$ cat config.mk
export PLATFORM = sky130hd
export DESIGN_NAME = seq_arb_flat
export DESIGN_NICKNAME = d
export VERILOG_FILES = /design/src/rtl/seq_arb_if.sv /design/src/rtl/seq_arb.sv /design/src/flat_wrapper.sv
export SDC_FILE = /design/constraint.sdc
export NUM_CORES = 1
export LEC_CHECK = 0
export CAP_MARGIN = 25
export CORE_ASPECT_RATIO = 1.4
export CORE_UTILIZATION = 48
export DETAILED_ROUTE_END_ITERATION = 12
export PLACE_DENSITY = 0.75
export SETUP_SLACK_MARGIN = 0.2
export SYNTH_ARGS = -nofsm -noshare
export SYNTH_HDL_FRONTEND = slang
export SYNTH_SLANG_ARGS = --single-unit
$ cat constraint.sdc
create_clock -name clk -period 1.86 [get_ports clk]
set_clock_uncertainty 0.1 [all_clocks]
set_input_delay 0.372 -clock clk [delete_from_list [all_inputs] [get_ports clk]]
set_output_delay 0.372 -clock clk [all_outputs]
set_load 0.01 [all_outputs]
$ cat src/rtl/seq_arb_if.sv
// seq_arb_if: bundles the request/data/grant/status signals of seq_arb.
//   req  [1:0] : level-held requests, bit k = channel k
//   x0, x1     : serial data per channel
//   gnt  [1:0] : one-hot registered grant
//   z          : one-cycle pattern-match pulse
//   done       : one-cycle end-of-burst pulse
//   cnt0, cnt1 : saturating per-channel match counters
// master drives req/x and observes status; slave is the arbiter side.
interface seq_arb_if;
  logic [1:0] req;
  logic       x0;
  logic       x1;
  logic [1:0] gnt;
  logic       z;
  logic       done;
  logic [3:0] cnt0;
  logic [3:0] cnt1;

  modport master (
    output req, x0, x1,
    input  gnt, z, done, cnt0, cnt1
  );

  modport slave (
    input  req, x0, x1,
    output gnt, z, done, cnt0, cnt1
  );
endinterface

$ cat src/rtl/seq_arb.sv
// seq_arb: two-channel round-robin arbiter that, while a channel holds the
// grant, shifts in its serial data and flags occurrences of PAT.
//   clk   : sole clock, rising edge
//   reset : asynchronous active-low reset
//   bus   : seq_arb_if.slave (req, x0, x1 in; gnt, z, done, cnt0, cnt1 out)
// A grant lasts up to BURST samples, ends early if the granted request drops,
// and is always followed by one FLUSH cycle (done=1) and one IDLE cycle.
module seq_arb #(
  parameter logic [3:0]  PAT   = 4'b0101,
  parameter int unsigned BURST = 8
) (
  input logic       clk,
  input logic       reset,
  seq_arb_if.slave  bus
);

  typedef enum logic [1:0] {StIdle, StGnt0, StGnt1, StFlush} state_e;

  state_e     state_q, state_d;
  logic [3:0] sr_q, sr_d;
  logic [3:0] bcnt_q, bcnt_d;
  logic [3:0] cnt0_q, cnt0_d;
  logic [3:0] cnt1_q, cnt1_d;
  logic       last_q, last_d;  // channel served most recently
  logic       z_q, z_d;
  logic       done_q, done_d;
  logic [1:0] gnt_q, gnt_d;

  logic       ch;
  logic       smp_x;
  logic [3:0] win;
  logic [3:0] bcnt_inc;
  logic       match;

  always_comb begin
    state_d = state_q;
    sr_d    = sr_q;
    bcnt_d  = bcnt_q;
    cnt0_d  = cnt0_q;
    cnt1_d  = cnt1_q;
    last_d  = last_q;
    z_d     = 1'b0;

    ch       = (state_q == StGnt1);
    smp_x    = ch ? bus.x1 : bus.x0;
    win      = {sr_q[2:0], smp_x};
    bcnt_inc = bcnt_q + 4'd1;
    // Need three earlier bits in this burst before the window is valid.
    match    = (win == PAT) && (bcnt_q >= 4'd3);

    unique case (state_q)
      StIdle: begin
        // Channel 1 wins alone, or on contention when channel 0 went last.
        if (bus.req[1] && (!bus.req[0] || !last_q)) begin
          state_d = StGnt1;
          sr_d    = 4'd0;
          bcnt_d  = 4'd0;
        end else if (bus.req[0]) begin
          state_d = StGnt0;
          sr_d    = 4'd0;
          bcnt_d  = 4'd0;
        end
      end
      StGnt0, StGnt1: begin
        if (!bus.req[ch]) begin
          state_d = StFlush;
          last_d  = ch;
        end else begin
          sr_d   = win;
          bcnt_d = bcnt_inc;
          z_d    = match;
          if (match) begin
            if (ch) begin
              if (cnt1_q != 4'hf) cnt1_d = cnt1_q + 4'd1;
            end else begin
              if (cnt0_q != 4'hf) cnt0_d = cnt0_q + 4'd1;
            end
          end
          if (bcnt_inc == 4'(BURST)) begin
            state_d = StFlush;
            last_d  = ch;
          end
        end
      end
      StFlush: state_d = StIdle;
      default: state_d = StIdle;
    endcase

    gnt_d  = {state_d == StGnt1, state_d == StGnt0};
    done_d = (state_d == StFlush);
  end

  always_ff @(posedge clk or negedge reset) begin
    if (!reset) begin
      state_q <= StIdle;
      sr_q    <= 4'd0;
      bcnt_q  <= 4'd0;
      cnt0_q  <= 4'd0;
      cnt1_q  <= 4'd0;
      last_q  <= 1'b1;  // so the first contention goes to channel 0
      z_q     <= 1'b0;
      done_q  <= 1'b0;
      gnt_q   <= 2'b00;
    end else begin
      state_q <= state_d;
      sr_q    <= sr_d;
      bcnt_q  <= bcnt_d;
      cnt0_q  <= cnt0_d;
      cnt1_q  <= cnt1_d;
      last_q  <= last_d;
      z_q     <= z_d;
      done_q  <= done_d;
      gnt_q   <= gnt_d;
    end
  end

  assign bus.gnt  = gnt_q;
  assign bus.z    = z_q;
  assign bus.done = done_q;
  assign bus.cnt0 = cnt0_q;
  assign bus.cnt1 = cnt1_q;

endmodule

$ cat src/flat_wrapper.sv
// flat-port wrapper written by rule: the top's interface ports become plain ports
module seq_arb_flat 
#(
  parameter logic [3:0]  PAT   = 4'b0101,
  parameter int unsigned BURST = 8
)
  (clk, reset, bus_req, bus_x0, bus_x1, bus_gnt, bus_z, bus_done, bus_cnt0, bus_cnt1);
  seq_arb_if bus_i ();
  input logic clk;
  input logic reset;
  input wire logic [$bits(bus_i.req)-1:0] bus_req;
  input wire logic [$bits(bus_i.x0)-1:0] bus_x0;
  input wire logic [$bits(bus_i.x1)-1:0] bus_x1;
  output wire logic [$bits(bus_i.gnt)-1:0] bus_gnt;
  output wire logic [$bits(bus_i.z)-1:0] bus_z;
  output wire logic [$bits(bus_i.done)-1:0] bus_done;
  output wire logic [$bits(bus_i.cnt0)-1:0] bus_cnt0;
  output wire logic [$bits(bus_i.cnt1)-1:0] bus_cnt1;
  assign bus_i.req = bus_req;
  assign bus_i.x0 = bus_x0;
  assign bus_i.x1 = bus_x1;
  assign bus_gnt = bus_i.gnt;
  assign bus_z = bus_i.z;
  assign bus_done = bus_i.done;
  assign bus_cnt0 = bus_i.cnt0;
  assign bus_cnt1 = bus_i.cnt1;
  seq_arb #(.PAT(PAT), .BURST(BURST)) u_core (.clk(clk), .reset(reset), .bus(bus_i));
endmodule
* After elaboration in Yosys (flattened, before gate mapping)
Index checks and enable logic that the tools add are counted.
Storage, ports and cells: flip-flop bits (word level) 22, word-level logic and storage cells 58, output and inout port bits 12
Operators by class: reduce and logical (&&, ||, !) cells 12, mux-type cells 18, magnitude comparators 2, add/sub/neg operators 3, bitwise gates (word level) 1, eq/ne operators 13
Operators with widths (count):
- $add 4x1->4 const B | 3
- $mux 4 | 3
- $reduce_and 5->1 | 2
- $eq 2x2->1 const B | 4
- $mux 2 | 4
- $ne 4x4->1 const B | 2
- $pmux 4 s2 | 1
- $mux 1 | 7
- $pmux 2 s3 | 1
- $pmux 3 s2 | 1
- $eq 2x1->1 const B | 2
- $eq 4x3->1 const B | 1
- $eq 4x4->1 const B | 1
- $ge 4x2->1 const B | 1
- $mux 3 | 1
- $ne 3x2->1 const B | 1
- $reduce_and 3->1 | 1
- $logic_and 1x1->1 | 2
- $logic_not 1->1 | 2
- $logic_not 2->1 | 1
- $lt 1x2->1 const B | 1
- $ne 2x1->1 const B | 1
- $ne 2x2->1 const B | 1
- $reduce_and 2->1 | 1
- other kinds (4) | 4

* Logic depth before layout (Yosys ltp)
word-level depth 6, gate-level depth with buffers 8, depth with buffers taken out 6

* Worst setup path before layout
OpenSTA, ideal clock, no wires.
path type register -> register, from reg u_core.state_q[0], to reg u_core.bcnt_q[3], path buffers 1, cell stages (with the launch flop) 8, arrival time 1645 ps, data required time 1691 ps, slack 46 ps, cell sequence dfrtp_1 inv_1 ha_1 buf_6 nand2_2 o22ai_1 or4_1 nand3_1
Between the ends: word-level cells in the longest chain between the ends 5
Ends and longest elaborated chain:
- start, declared | RTL line seq_arb.sv:19 | state_e state_q, state_d;
- start signal, assigned | RTL line seq_arb.sv:95 | state_q <= StIdle;
- start signal, assigned | RTL line seq_arb.sv:105 | state_q <= state_d;
- $eq 2x2->1 | RTL line seq_arb.sv:44, seq_arb.sv:51
- $mux 1 (implied by the code) (2 in series) | RTL line seq_arb.sv:65 | if (!bus.req[ch]) begin
- $ne 2x1->1 (no source line)
- $reduce_and 3->1 (no source line)
- end signal, assigned | RTL line seq_arb.sv:107 | bcnt_q <= bcnt_d;
- end, declared | RTL line seq_arb.sv:21 | logic [3:0] bcnt_q, bcnt_d;
Parallel ways exist; a longest one is shown, timed or not. The select of a mux whose other input is x is not followed. A chain may end at the register's enable or synchronous reset.

* Worst setup path after layout
from reg u_core.state_q[1], to reg u_core.cnt1_q[1] (netlist: u_core.bus.cnt1[1])
Between the ends: word-level cells in the longest chain between the ends 5
Ends and longest elaborated chain:
- $eq 2x2->1 | RTL line seq_arb.sv:44, seq_arb.sv:51
- $mux 1 | RTL line seq_arb.sv:45 | smp_x = ch ? bus.x1 : bus.x0;
- $eq 4x3->1 | RTL line seq_arb.sv:49 | match = (win == PAT) && (bcnt_q >= 4'd3);
- $logic_and 1x1->1 | RTL line seq_arb.sv:49
- $reduce_and 5->1 (no source line) (*)
- end signal, assigned | RTL line seq_arb.sv:109 | cnt1_q <= cnt1_d;
- end, declared | RTL line seq_arb.sv:23 | logic [3:0] cnt1_q, cnt1_d;
Mark *: on every way between the ends. The rest lies on a longest branch, timed or not. The select of a mux whose other input is x is not followed.

==> metrics.yaml <==
status: "finished, final reports clean"
dp.cells: 177
dr.first_iter.drc_count: 13
drtPass1Iterations: 5
die_area_um2: 2770
total_power_mw: 2.60
rsz0062_at_grt: "true"
synth_edf_count: 0
max_freq_ghz: 0.582
fin_hold_ws_ps: 297
ant_nets: 0
cts_made_buffers: 3
yosysSeqAreaShare_pct: 44.8
synth_top_area_share_pct: 42.7
synthFlopType: "dfrtp_1"
holdBufCountCts: 0
antenna_found_initial: 0
clockRootBuffer: "clkbuf_4"
period_share_pct: 92.4
crit_type: "reg -> reg"
stdcell_area_um2: 1930
r2r_slack_ps: 140
syn_nets: 127
slew_violations: 0
clockBufferDepth: 2
power_leakage_nw: 0.959
relSlewSlack_pct: 79.3
areaGrowthSynthToFinish_pct: 56.8
drive_above_1_share_pct: 44.0
hold_viol_final: 0
drc_errors: 0
antennaDiodeCount: 0
grt_pass1_wl_mm: 4.64
worst_pin_slew_ps: 310
r2r-end: "u_core.bus.cnt1[1]$_DFFE_PN0P_"
wirelength_mm: 2.90
synth_warnings: 0
die_w_um: 44.8
startpoint_type: "flip-flop"
endpoint_kind: "flip-flop"
cp_cell_sequence: "inv_2 -> ha_4 -> nand2_4 -> a31oi_4 -> nand3_2 -> mux2_4"
track_usage_pct: 23.4
synth_cells: 115
start_util_pct: 50.9
fp.dieH_um: 61.9
synthArstFlopShare_pct: 100
via_count: 1056
avgSynthCellArea_um2: 10.7
reg2reg_from: "u_core.state_q[1]$_DFF_PN0_"
hpwl_mm: 1.90
overflow: 0
synth_area_um2: 1230
crit_required_ps: 1970
wl_per_cell_um: 14.5
post-synth-top-area-cell: "dfrtp_1"
tns_ps: 0
htree_levels: 1
cpMaxStageDelayCell: "dfrtp_2"
rr_worst_depth: 6
slowest_delay_ps: 420
clock-sinks: 22
arrival_ps: 1830
port_buffers: 17
clk_pin_slew_ps: 120
core.rowCount: 21
grt_max_degree: 23
design.core.area_um2: 2420
placed_area_um2: 1600
fin_cells: 200
clk_latency_ps: 310
fin_nets: 179
synth_top_cells_by_area: "dfrtp_1, ha_1, xnor2_1, o21ai_0, nand3_1"
critPathMaxFanout: 8
ys_seq_elements: 22
finalSetupViolCount: 0
io_pins: 18
ir_drop_v: 0.000929
cts_tree: "built"
gp_congestion: 0.803
power_density_nw_per_um2: 1350
fin_crit_ps: 1720
grt_pass1_vias: 1057
min_path_type: "in -> async"
drv_cap: 0
via_per_inst: 5.28
synth.distinct_cells: 40
[area by class of cell]
cell class	instances	area [um2]
Multi-Input combinational cell	82	823
Sequential cell	22	553
Fill cell	154	487
Timing Repair Buffer	51	449
Tap cell	34	42.5
Clock buffer	4	36.3
Inverter	7	26.3
[power by group]
group          leakage [nW]  internal, mW  switching [mW]
Sequential            0.294         0.602          0.0934
Combinational         0.644         0.827           0.813
Clock                0.0210         0.120           0.143
[per-stage QoR]
step / worst slack, ps / utilization, %
floorplan: 156 / -
global placement: -3.58 / 66.0
detailed placement: -63.3 / 66.0
CTS: 161 / 73.3
global route: 89.8 / 79.9
finish: 142 / 79.9
[flip-flops by register name, summed over array words and instances (netlist names)]
register	count
u_core.bcnt_q	4
u_core.bus.cnt0	4
u_core.bus.cnt1	4
u_core.sr_q	3
u_core.bus.gnt	2
u_core.state_q	2
u_core.bus.done	1
u_core.bus.z	1
u_core.last_q	1
[timing repair]
item	CTS	global route
resized for setup	17	27
endpoints found under the setup margin	28	20
buffers inserted	16	3
pin swaps	7	9
[metal layers]
| layer | share of wire, % | track usage, % | wire length [um] | vias up |
|---|---|---|---|---|
| li1 | - | - | - | 524 |
| met4 | 1.3 | 11.7 | 37 | 0 |
| met3 | 2.5 | 3.47 | 74 | 4 |
| met2 | 53 | 42.4 | 1550 | 15 |
| met1 | 43 | 26.7 | 1240 | 513 |
| met5 | 0 | 0 | 0 | - |
[synthesized netlist by cell type (2+ instances only)]
library cell and number:
o31ai_1 3, o21ai_0 8, ha_1 6, a31oi_1 2
buf_6 2, and3_1 4, o41ai_1 3, nand2b_1 4
or4_1 2, nand2_1 5, mux2_4 2, inv_1 7
dfrtp_1 21, xnor2_1 6, nand4_1 4, nor2_1 4
nand3_2 2, mux2i_1 2, nand3_1 6, buf_2 2
[placed cells by master (no fill, tap or decap), types with 4 or more instances in the layout]
cell type         n
o21ai_0           6
dfrtp_1          20
and3_1            4
clkdlybuf4s50_1   5
buf_4            28
nand3_1           5
buf_6             5
nand2_1           5
inv_1             4
dlygate4sd2_1    10
nand4_1           4
xnor2_1           4
[worst max-delay path: cells and delay by family, from the launching register on]
family	cells	cell delay, ps
AND/OR/NAND/NOR	2	200
buffers and inverters	1	70
AO/OA/AOI/OAI	1	180
adder cells (fa/ha/maj)	1	340
flip-flops	1	420
multiplexers	1	310
[worst max-delay path by stage]
stage,from,to,slack [ps]
after CTS,u_core.state_q[1]$_DFF_PN0_,u_core.bus.cnt1[1]$_DFFE_PN0P_,160
final,u_core.state_q[1]$_DFF_PN0_,u_core.bus.cnt1[1]$_DFFE_PN0P_,140
after detailed placement,bus_req[1],u_core.bus.gnt[0]$_DFF_PN0_,-60
after global routing,u_core.state_q[0]$_DFF_PN0_,u_core.bus.gnt[0]$_DFF_PN0_,90
after global placement,bus_req[1],u_core.bus.gnt[0]$_DFF_PN0_,-4
after floorplan,u_core.state_q[1]$_DFF_PN0_,u_core.bus.cnt1[1]$_DFFE_PN0P_,160
[kinds of logic (layout without fill, tap and decap cells)]
family	after synthesis	after routing	share of synthesized area [%]
AOI/OAI and AO/OA	27	27	16.1
and+or+nand+nor	39	39	19.9
buffers and inverters	11	62	4.78
xor gates and xnor gates	6	6	4.27
DFF	22	22	44.8
adders and majority gates	6	6	6.10
muxes	4	4	4.07
(Power assumes the default switching activity.)
